--- src/rtl/count_wrap_tracker.sv ---
// count_wrap_tracker
//   Watches the count bus of a modulo-(MAX+1) counter. Each clock the new
//   value is compared with the previous one, and the step is classified as
//   HOLD, INC, WRAP (MAX->0) or GLITCH (any other jump). WRAP and GLITCH events
//   are stamped with a free-running cycle counter and queued in a small FIFO.
//   A valid/ready consumer drains that FIFO. A saturating total of wraps is
//   also kept for software.
//
// Ports
//   clk        clock, all state on posedge
//   rst        asynchronous active-high reset
//   count      monitored counter value, sampled each posedge
//   out_valid  FIFO head record valid
//   out_ready  consumer accepts the head record this cycle
//   out_data   {type[1:0], stamp[TS_W-1:0]}; type 01=WRAP, 10=GLITCH
//   fifo_level number of queued records, 0..DEPTH
//   wrap_total saturating count of wraps since reset
//   overflow   sticky flag: a record was dropped because the FIFO was full
module count_wrap_tracker #(
    parameter int N     = 4,
    parameter int MAX   = 5,
    parameter int TS_W  = 16,
    parameter int DEPTH = 4,
    parameter int WC_W  = 8
) (
    input  logic                       clk,
    input  logic                       rst,
    input  logic [N-1:0]               count,
    output logic                       out_valid,
    input  logic                       out_ready,
    output logic [TS_W+1:0]            out_data,
    output logic [$clog2(DEPTH):0]     fifo_level,
    output logic [WC_W-1:0]            wrap_total,
    output logic                       overflow
);

    localparam int AW = $clog2(DEPTH);

    localparam logic [N-1:0]   MAX_V    = N'(MAX);
    localparam logic [N-1:0]   ONE_N    = N'(1);
    localparam logic [TS_W-1:0] ONE_TS  = TS_W'(1);
    localparam logic [AW-1:0]  ONE_P    = AW'(1);
    localparam logic [AW:0]    ONE_L    = (AW+1)'(1);
    localparam logic [AW:0]    DEPTH_L  = (AW+1)'(DEPTH);
    localparam logic [WC_W-1:0] ONE_WC  = WC_W'(1);
    localparam logic [1:0]     TYPE_WRAP   = 2'b01;
    localparam logic [1:0]     TYPE_GLITCH = 2'b10;

    logic [TS_W-1:0]  ts;
    logic [N-1:0]     prev_q;
    logic             primed;
    logic [AW-1:0]    wptr, rptr;
    logic [TS_W+1:0]  mem [DEPTH];

    logic is_hold, is_inc, is_wrap, is_glitch;
    logic push, pop, full, push_ok;

    // Step classification. Nothing is reported until one sample has been
    // taken after reset, since prev_q is not a real observation before that.
    always_comb begin
        is_hold   = (count == prev_q);
        // prev_q < MAX keeps prev_q+1 inside N bits, so no carry is lost.
        is_inc    = (prev_q < MAX_V) && (count == prev_q + ONE_N);
        is_wrap   = primed && (prev_q == MAX_V) && (count == '0);
        is_glitch = primed && !is_hold && !is_inc && !is_wrap;
    end

    assign full      = (fifo_level == DEPTH_L);
    assign out_valid = (fifo_level != '0);
    assign pop       = out_valid && out_ready;
    assign push      = is_wrap || is_glitch;
    // A pop on the same edge frees the slot the push needs.
    assign push_ok   = push && (!full || pop);

    // Gate the head so the bus reads 0 while empty, including out of reset
    // when the storage itself is not cleared.
    assign out_data  = out_valid ? mem[rptr] : '0;

    always_ff @(posedge clk or posedge rst) begin
        if (rst) begin
            ts         <= '0;
            prev_q     <= '0;
            primed     <= 1'b0;
            wptr       <= '0;
            rptr       <= '0;
            fifo_level <= '0;
            wrap_total <= '0;
            overflow   <= 1'b0;
        end else begin
            ts     <= ts + ONE_TS;
            prev_q <= count;
            primed <= 1'b1;

            if (push_ok) wptr <= wptr + ONE_P;
            if (pop)     rptr <= rptr + ONE_P;

            case ({push_ok, pop})
                2'b10:   fifo_level <= fifo_level + ONE_L;
                2'b01:   fifo_level <= fifo_level - ONE_L;
                default: fifo_level <= fifo_level;
            endcase

            // Counted even when the record itself is dropped.
            if (is_wrap && (wrap_total != '1))
                wrap_total <= wrap_total + ONE_WC;

            if (push && full && !pop)
                overflow <= 1'b1;
        end
    end

    // Record storage needs no reset: out_data is masked while empty.
    always_ff @(posedge clk) begin
        if (push_ok)
            mem[wptr] <= {(is_wrap ? TYPE_WRAP : TYPE_GLITCH), ts};
    end

endmodule

--- config.mk ---
export PLATFORM = sky130hd
export DESIGN_NAME = count_wrap_tracker
export DESIGN_NICKNAME = d
export VERILOG_FILES = /design/src/rtl/count_wrap_tracker.sv
export SDC_FILE = /design/constraint.sdc
export NUM_CORES = 1
export LEC_CHECK = 0
export CAP_MARGIN = 20
export CORE_MARGIN = 2
export CORE_UTILIZATION = 55
export CTS_BUF_LIST = sky130_fd_sc_hd__clkbuf_4 sky130_fd_sc_hd__clkbuf_8 sky130_fd_sc_hd__clkbuf_16
export CTS_CLUSTER_DIAMETER = 80
export DETAILED_ROUTE_END_ITERATION = 16
export GPL_TIMING_DRIVEN = 0
export PLACE_DENSITY = 0.76
export REMOVE_ABC_BUFFERS = 1
export SLEW_MARGIN = 30
export SYNTH_ARGS = -nofsm -noshare
export SYNTH_HDL_FRONTEND = slang
export SYNTH_SLANG_ARGS = --single-unit
--- constraint.sdc ---
create_clock -name clk -period 6.6 [get_ports clk]
set_input_delay 0.66 -clock clk [delete_from_list [all_inputs] [get_ports clk]]
set_output_delay 0.66 -clock clk [all_outputs]
set_load 0.02 [all_outputs]
Word-level counts from Yosys, hierarchy flattened
Memories as Yosys holds them, arrays and structs flattened.
Index checks and enable logic that the tools add are counted.

storage, ports and cells
  memory bits (writable) = 72
  memories = 1
  memory bits (read-only) = 0
  input port bits = 7
  latch bits = 0
  flip-flop bits (word level) = 37
  output and inout bits = 31
  logic and storage cells = 50

operators by class
  shift operators = 0
  equal/unequal tests = 7
  divide/modulo/power cells = 0
  $mul = 0
  reduce and logical (&&, ||, !) cells = 21
  order comparisons = 1
  bitwise gates (word level) = 0
  muxes and demuxes = 5
  add/subtract/negate cells = 7

memory list
  memory  words  bits a word  read ports  clocked after memory_dff  write ports  line  text
  mem     4      18           1           0                         1            53    logic [TS_W+1:0] mem [DEPTH];

operator list
  operator                                                              count
  18-bit two-way mux                                                    1
  16-bit by 1-bit adder with 16-bit output, second input constant       1
  1-bit logical AND                                                     11
  8-bit by 1-bit adder with 8-bit output, second input constant         1
  4-bit == test                                                         2
  8-bit inequality test, second input constant                          1
  3-bit one-hot mux with 2 select lines                                 1
  1-bit zero test                                                       5
  2-bit by 1-bit adder with 2-bit output, second input constant         2
  4-bit by 1-bit adder with 4-bit output, second input constant         1
  4-bit by 3-bit == test with 1-bit output, second input constant       1
  4-bit zero test                                                       1
  4-bit by 3-bit < comparator with 1-bit output, second input constant  1
  3-bit by 1-bit adder with 3-bit output, second input constant         1
  3-bit == test, second input constant                                  1
  3-bit nonzero test                                                    1
  3-bit by 1-bit subtractor with 3-bit output, second input constant    1
  2-bit by 1-bit == test with 1-bit output, second input constant       1
  2-bit == test, second input constant                                  1
  1-bit logical OR                                                      2
  1-bit two-way mux                                                     2
  2-bit two-way mux                                                     1
  2-bit nonzero test                                                    1

Longest topological paths before layout
Gate-level depths: netlist of the first run.

  depth in word-level cells = 10
  mapped depth = 10
  gate-level depth less buffers = 10

Worst setup path before layout of the first run
OpenSTA, ideal clock, no wires.

  path type = input -> register
  from = input count[1]
  to = register fifo_level[2]
  arrival time = 2.771 ns
  setup time = 0.090 ns
  stages = 7
  setup slack = 3.739 ns
  cells stage by stage = or4_4 > or2_4 > a41oi_4 > nor2_1 > fa_1 > or4_1 > o2111ai_1

between the ends
  cells in the longest elaborated chain, start to end = 9
  elaborated cells between the ends (all ways) = 17

ends and longest elaborated chain
  what                                                                                line    text
  start, declared                                                                     28      input logic [N-1:0] count,
  4-bit == test (on tied branches)                                                    61, 63
  1-bit zero test / 1-bit logical AND (equally long branches)                         65, 63
  1-bit logical AND / 1-bit zero test (equally long branches)                         65      is_glitch = primed && !is_hold && !is_inc && !is_wrap;
  1-bit logical AND (2 in a row)                                                      65
  1-bit logical OR *                                                                  71      assign push = is_wrap || is_glitch;
  1-bit logical AND *                                                                 73      assign push_ok = push && (!full || pop);
  2-bit by 1-bit == test with 1-bit output / 2-bit == test (equally long branches)    97      case ({push_ok, pop})
  3-bit one-hot mux with 2 select lines / 2-bit nonzero test (equally long branches)  -
  end signal, assigned                                                                98      2'b10: fifo_level <= fifo_level + ONE_L;
  end signal, assigned                                                                99      2'b01: fifo_level <= fifo_level - ONE_L;
  end signal, assigned                                                                100     default: fifo_level <= fifo_level;
  end, declared                                                                       32      output logic [$clog2(DEPTH):0] fifo_level,

Mark *: on every way between the ends. The rest lies on a longest branch, timed or not.
A chain may end at the register's enable or synchronous reset.

Worst setup path in the final report of the first run
Ends and elaborated chain as after synthesis.

==> results of run 1 <==
power groups by stage:
stage / registers, µW / logic [µW] / clock network [µW]
final: 967 / 711 / 392
after global routing: 988 / 765 / 428
after CTS: 976 / 717 / 399
after detailed placement: 991 / 716 / 0
after global placement: 979 / 703 / 0
after floorplan: 967 / 424 / 0
critical path: stages:
cell and delay, ns:
clkdlybuf4s50_1 0.49, or4_4 0.58, or2_4 0.31, a41oi_4 0.23, nor2_1 0.12, fa_1 0.42, or4_1 0.52, o2111ai_1 0.12
layer usage:
| layer | vias to the layer above | track usage |
|---|---|---|
| li1 | 1067 | - |
| met1 | 1193 | 0.233 |
| met2 | 39 | 0.294 |
| met3 | 8 | 0.0391 |
| met4 | 0 | 0.0676 |
| met5 | - | 0 |
path summary, 6_finish.rpt:
path / cells after the start / endpoint / slack (ns) / from
worst max-delay path: 8 / fifo_level[2] / 3.42 / count[1]
worst min-delay path: 1 / overflow / 0.47 / overflow
worst max register to register: 9 / fifo_level[2] / 3.83 / prev_q[0]
worst min register to register: 1 / overflow / 0.47 / overflow
max in group asynchronous: 3 / rptr[0] / 5.47 / rst
min in group asynchronous: 2 / wrap_total[6] / 0.66 / rst
final cells by class:
cell class	count	area, µm²	area share
inverter	7	26.3	0.00503
clock buffer	12	146	0.0280
sequential	109	3090	0.591
tap	105	131	0.0251
multi-input combinational	143	1370	0.263
clock inverter	4	48.8	0.00934
timing repair buffer	39	409	0.0783
cells by family after synthesis:
kind of cell,after synthesis,synth area share
flops,109,0.685
simple gates,72,0.0938
xor+xnor,32,0.0622
mux,22,0.101
buf+inv,13,0.0111
fa+ha+maj,10,0.0294
compound gates,6,0.0167
other cells,1,0.000832
synthesized netlist by cell type (2+ instances only):
cell | count | area share
a21o_1 | 2 | 0.0033
and2_1 | 25 | 0.035
and3_1 | 3 | 0.0042
and4_1 | 2 | 0.0039
clkbuf_1 | 5 | 0.0042
dfrtp_1 | 37 | 0.21
edfxtp_1 | 72 | 0.48
ha_1 | 9 | 0.025
inv_1 | 7 | 0.0058
mux2_1 | 2 | 0.0050
mux4_2 | 18 | 0.090
nand2_1 | 9 | 0.0075
nand2b_1 | 2 | 0.0028
nand3_1 | 12 | 0.013
nand4_1 | 2 | 0.0028
nand4b_1 | 2 | 0.0039
nor2_1 | 7 | 0.0058
xnor2_1 | 18 | 0.035
xor2_1 | 14 | 0.027
per-stage QoR:
stage | utilization | area, µm² | cells | hold slack (ns) | worst slack [ns]
floorplan | - | 4480 | 259 | 0.489 | 3.74
global placement | 0.616 | 4980 | 401 | 0.444 | 2.83
detailed placement | 0.620 | 5010 | 402 | 0.452 | 2.83
CTS | 0.644 | 5210 | 418 | 0.474 | 3.20
global route | 0.645 | 5220 | 419 | 0.496 | 3.33
finish | 0.645 | 5220 | 419 | 0.471 | 3.42
flip-flops by register name, summed over array words and instances (netlist names):
signal      count
overflow        1
primed          1
prev_q          4
mem            72
fifo_level      3
wptr            2
wrap_total      8
rptr            2
ts             16
==> impl_metrics.py, run 1 <==
metrics = {
    "finish": {
        "fillers": 612,
        "antenna_cells": 0,
        "nets": 326,
        "layout-drive-gt1-share": 0.153,
        "final_cell_mix": "72 x edfxtp_1, 37 x clkdlybuf4s50_1, 36 x dfrtp_1",
        "layout_commonest_cell": "edfxtp_1",
        "syn_to_final_growth_pct": 15.9,
    },
    "sta": {
        "setup_viol": 0,
        "tns_ns": 0,
        "slew_headroom": 0.401,
        "rsz0062_at_grt": "false",
        "fmax_mhz": 314,
        "clock_skew_ns": 0.0127,
        "hold_viol_final": 0,
        "fin_crit_sh": 0.482,
        "min_period_ns": 3.18,
        "worst_slew_pin_slew_ns": 0.898,
        "slew_violations": 0,
    },
    "setup_path": {
        "worstSetupPathType": "primary input to flop",
        "crit_required_ns": 6.87,
        "critical_path.startpoint_type": "primary input",
        "crit_arrival_ns": 3.45,
        "cp-end-kind": "flop",
        "path_max_fanout": 7,
    },
    "place": {
        "hpwl_um": 4550,
        "port_buffers": 37,
        "gp_congestion": 0.786,
    },
    "power_and_ir_drop": {
        "p_seq_frac": 0.467,
        "combPwrFrac": 0.344,
        "power.share.clock": 0.189,
        "p_int_uw": 1440,
        "p_per_area_nw_per_um2": 396,
        "ir_worst_vdd_mv": 0.186,
        "p_switching_uw": 635,
        "finalPower_uw": 2070,
        "cellLeakagePower_uw": 0.00190,
        "p_sw_frac": 0.306,
    },
    "routing": {
        "ant_nets": 0,
        "vias": 2307,
        "highest_layer": "met4",
        "wl_met2_um": 3630,
        "wl_met1_um": 3280,
        "drtIter0Drc": 75,
        "wire_per_inst_um": 17.2,
        "dr.pass1.iters": 4,
        "viasPerCell": 5.51,
        "routed_wl_um": 7210,
        "wl_met3_um": 188,
        "drc_errors": 0,
    },
    "logic_synthesis": {
        "syn_area_per_cell_um2": 17.0,
        "syn_area_um2": 4510,
        "ys_async_sr_fraction": 0.339,
        "synth_cells": 265,
        "synth.distinct_cells": 36,
        "ys_warn_count": 0,
        "ys_ff_latch": 109,
        "yosysSeqAreaShare": 0.685,
        "synth_edf_count": 72,
        "synth_flop_cell": "edfxtp_1",
    },
    "global_route": {
        "grt_pass1_vias": 2261,
        "grt_max_degree": 24,
        "grt.total_usage": 0.178,
        "grt_pass1_wl_um": 11600,
        "grt_antenna_before_repair": 0,
        "globalRouteOverflowTotal": 0,
    },
    "cts": {
        "cts_tree": "yes",
        "cts_setup_buffers": 0,
        "clk_pin_slew_worst_paths_ns": 0.09,
        "insertion_delay_ns": 0.36,
        "cts_htree_levels": 3,
        "postCtsHoldBufs": 0,
        "cts_root_buf": "clkbuf_8",
        "cts_buffers": 9,
        "cts_resized": 0,
        "cts_buffer_depth": 2,
        "cts.sinks": 109,
    },
    "floorplan": {
        "core_um2": 8090,
        "initial_core_util": 0.557,
        "ios": 38,
        "rows": 33,
        "die_h_um": 94.5,
        "die_w_um": 94.5,
        "dieArea_um2": 8930,
    },
    "run_status": {
        "status": "completed",
    },
    "flow_run": {
        "max-cap-violations": 0,
    },
    "worst_hold_path": {
        "worst_hold_path_type": "flop to flop",
    },
}
(Power assumes the default switching activity.)
==> run 2: changes to the inputs <==
==> constraint.sdc (replaced) <==
create_clock -name clk -period 3.16 [get_ports clk]
set_input_delay 0.316 -clock clk [delete_from_list [all_inputs] [get_ports clk]]
set_output_delay 0.316 -clock clk [all_outputs]
set_load 0.02 [all_outputs]
==> results of run 2 <==
Same layout as run 1 (identical final DEF). Status: completed.
Among the figures that moved: setup slack after placement 2.83 ns -> -0.271 ns; setup slack after layout 3.42 ns -> 0.321 ns; hold slack 0.471 ns -> 0.314 ns; register-to-register setup slack 3.83 ns -> 0.39 ns; total power 2070 µW -> 4320 µW; worst IR drop on VDD 0.186 mV -> 0.388 mV
==> run 3: changes to the inputs <==
--- a/config.mk
+++ b/config.mk
@@ -14,6 +14,7 @@
 export GPL_TIMING_DRIVEN = 0
 export PLACE_DENSITY = 0.76
 export REMOVE_ABC_BUFFERS = 1
+export SETUP_SLACK_MARGIN = 0.1
 export SLEW_MARGIN = 30
 export SYNTH_ARGS = -nofsm -noshare
 export SYNTH_HDL_FRONTEND = slang
==> constraint.sdc (replaced) <==
create_clock -name clk -period 3.16 [get_ports clk]
set_input_delay 0.316 -clock clk [delete_from_list [all_inputs] [get_ports clk]]
set_output_delay 0.316 -clock clk [all_outputs]
set_load 0.005 [all_outputs]
==> results of run 3 <==
Same layout as run 1 (identical final DEF). Status: completed.
Among the figures that moved: setup slack after placement 2.83 ns -> -0.271 ns; setup slack after layout 3.42 ns -> 0.321 ns; hold slack 0.471 ns -> 0.314 ns; register-to-register setup slack 3.83 ns -> 0.39 ns; total power 2070 µW -> 4070 µW; worst IR drop on VDD 0.186 mV -> 0.388 mV
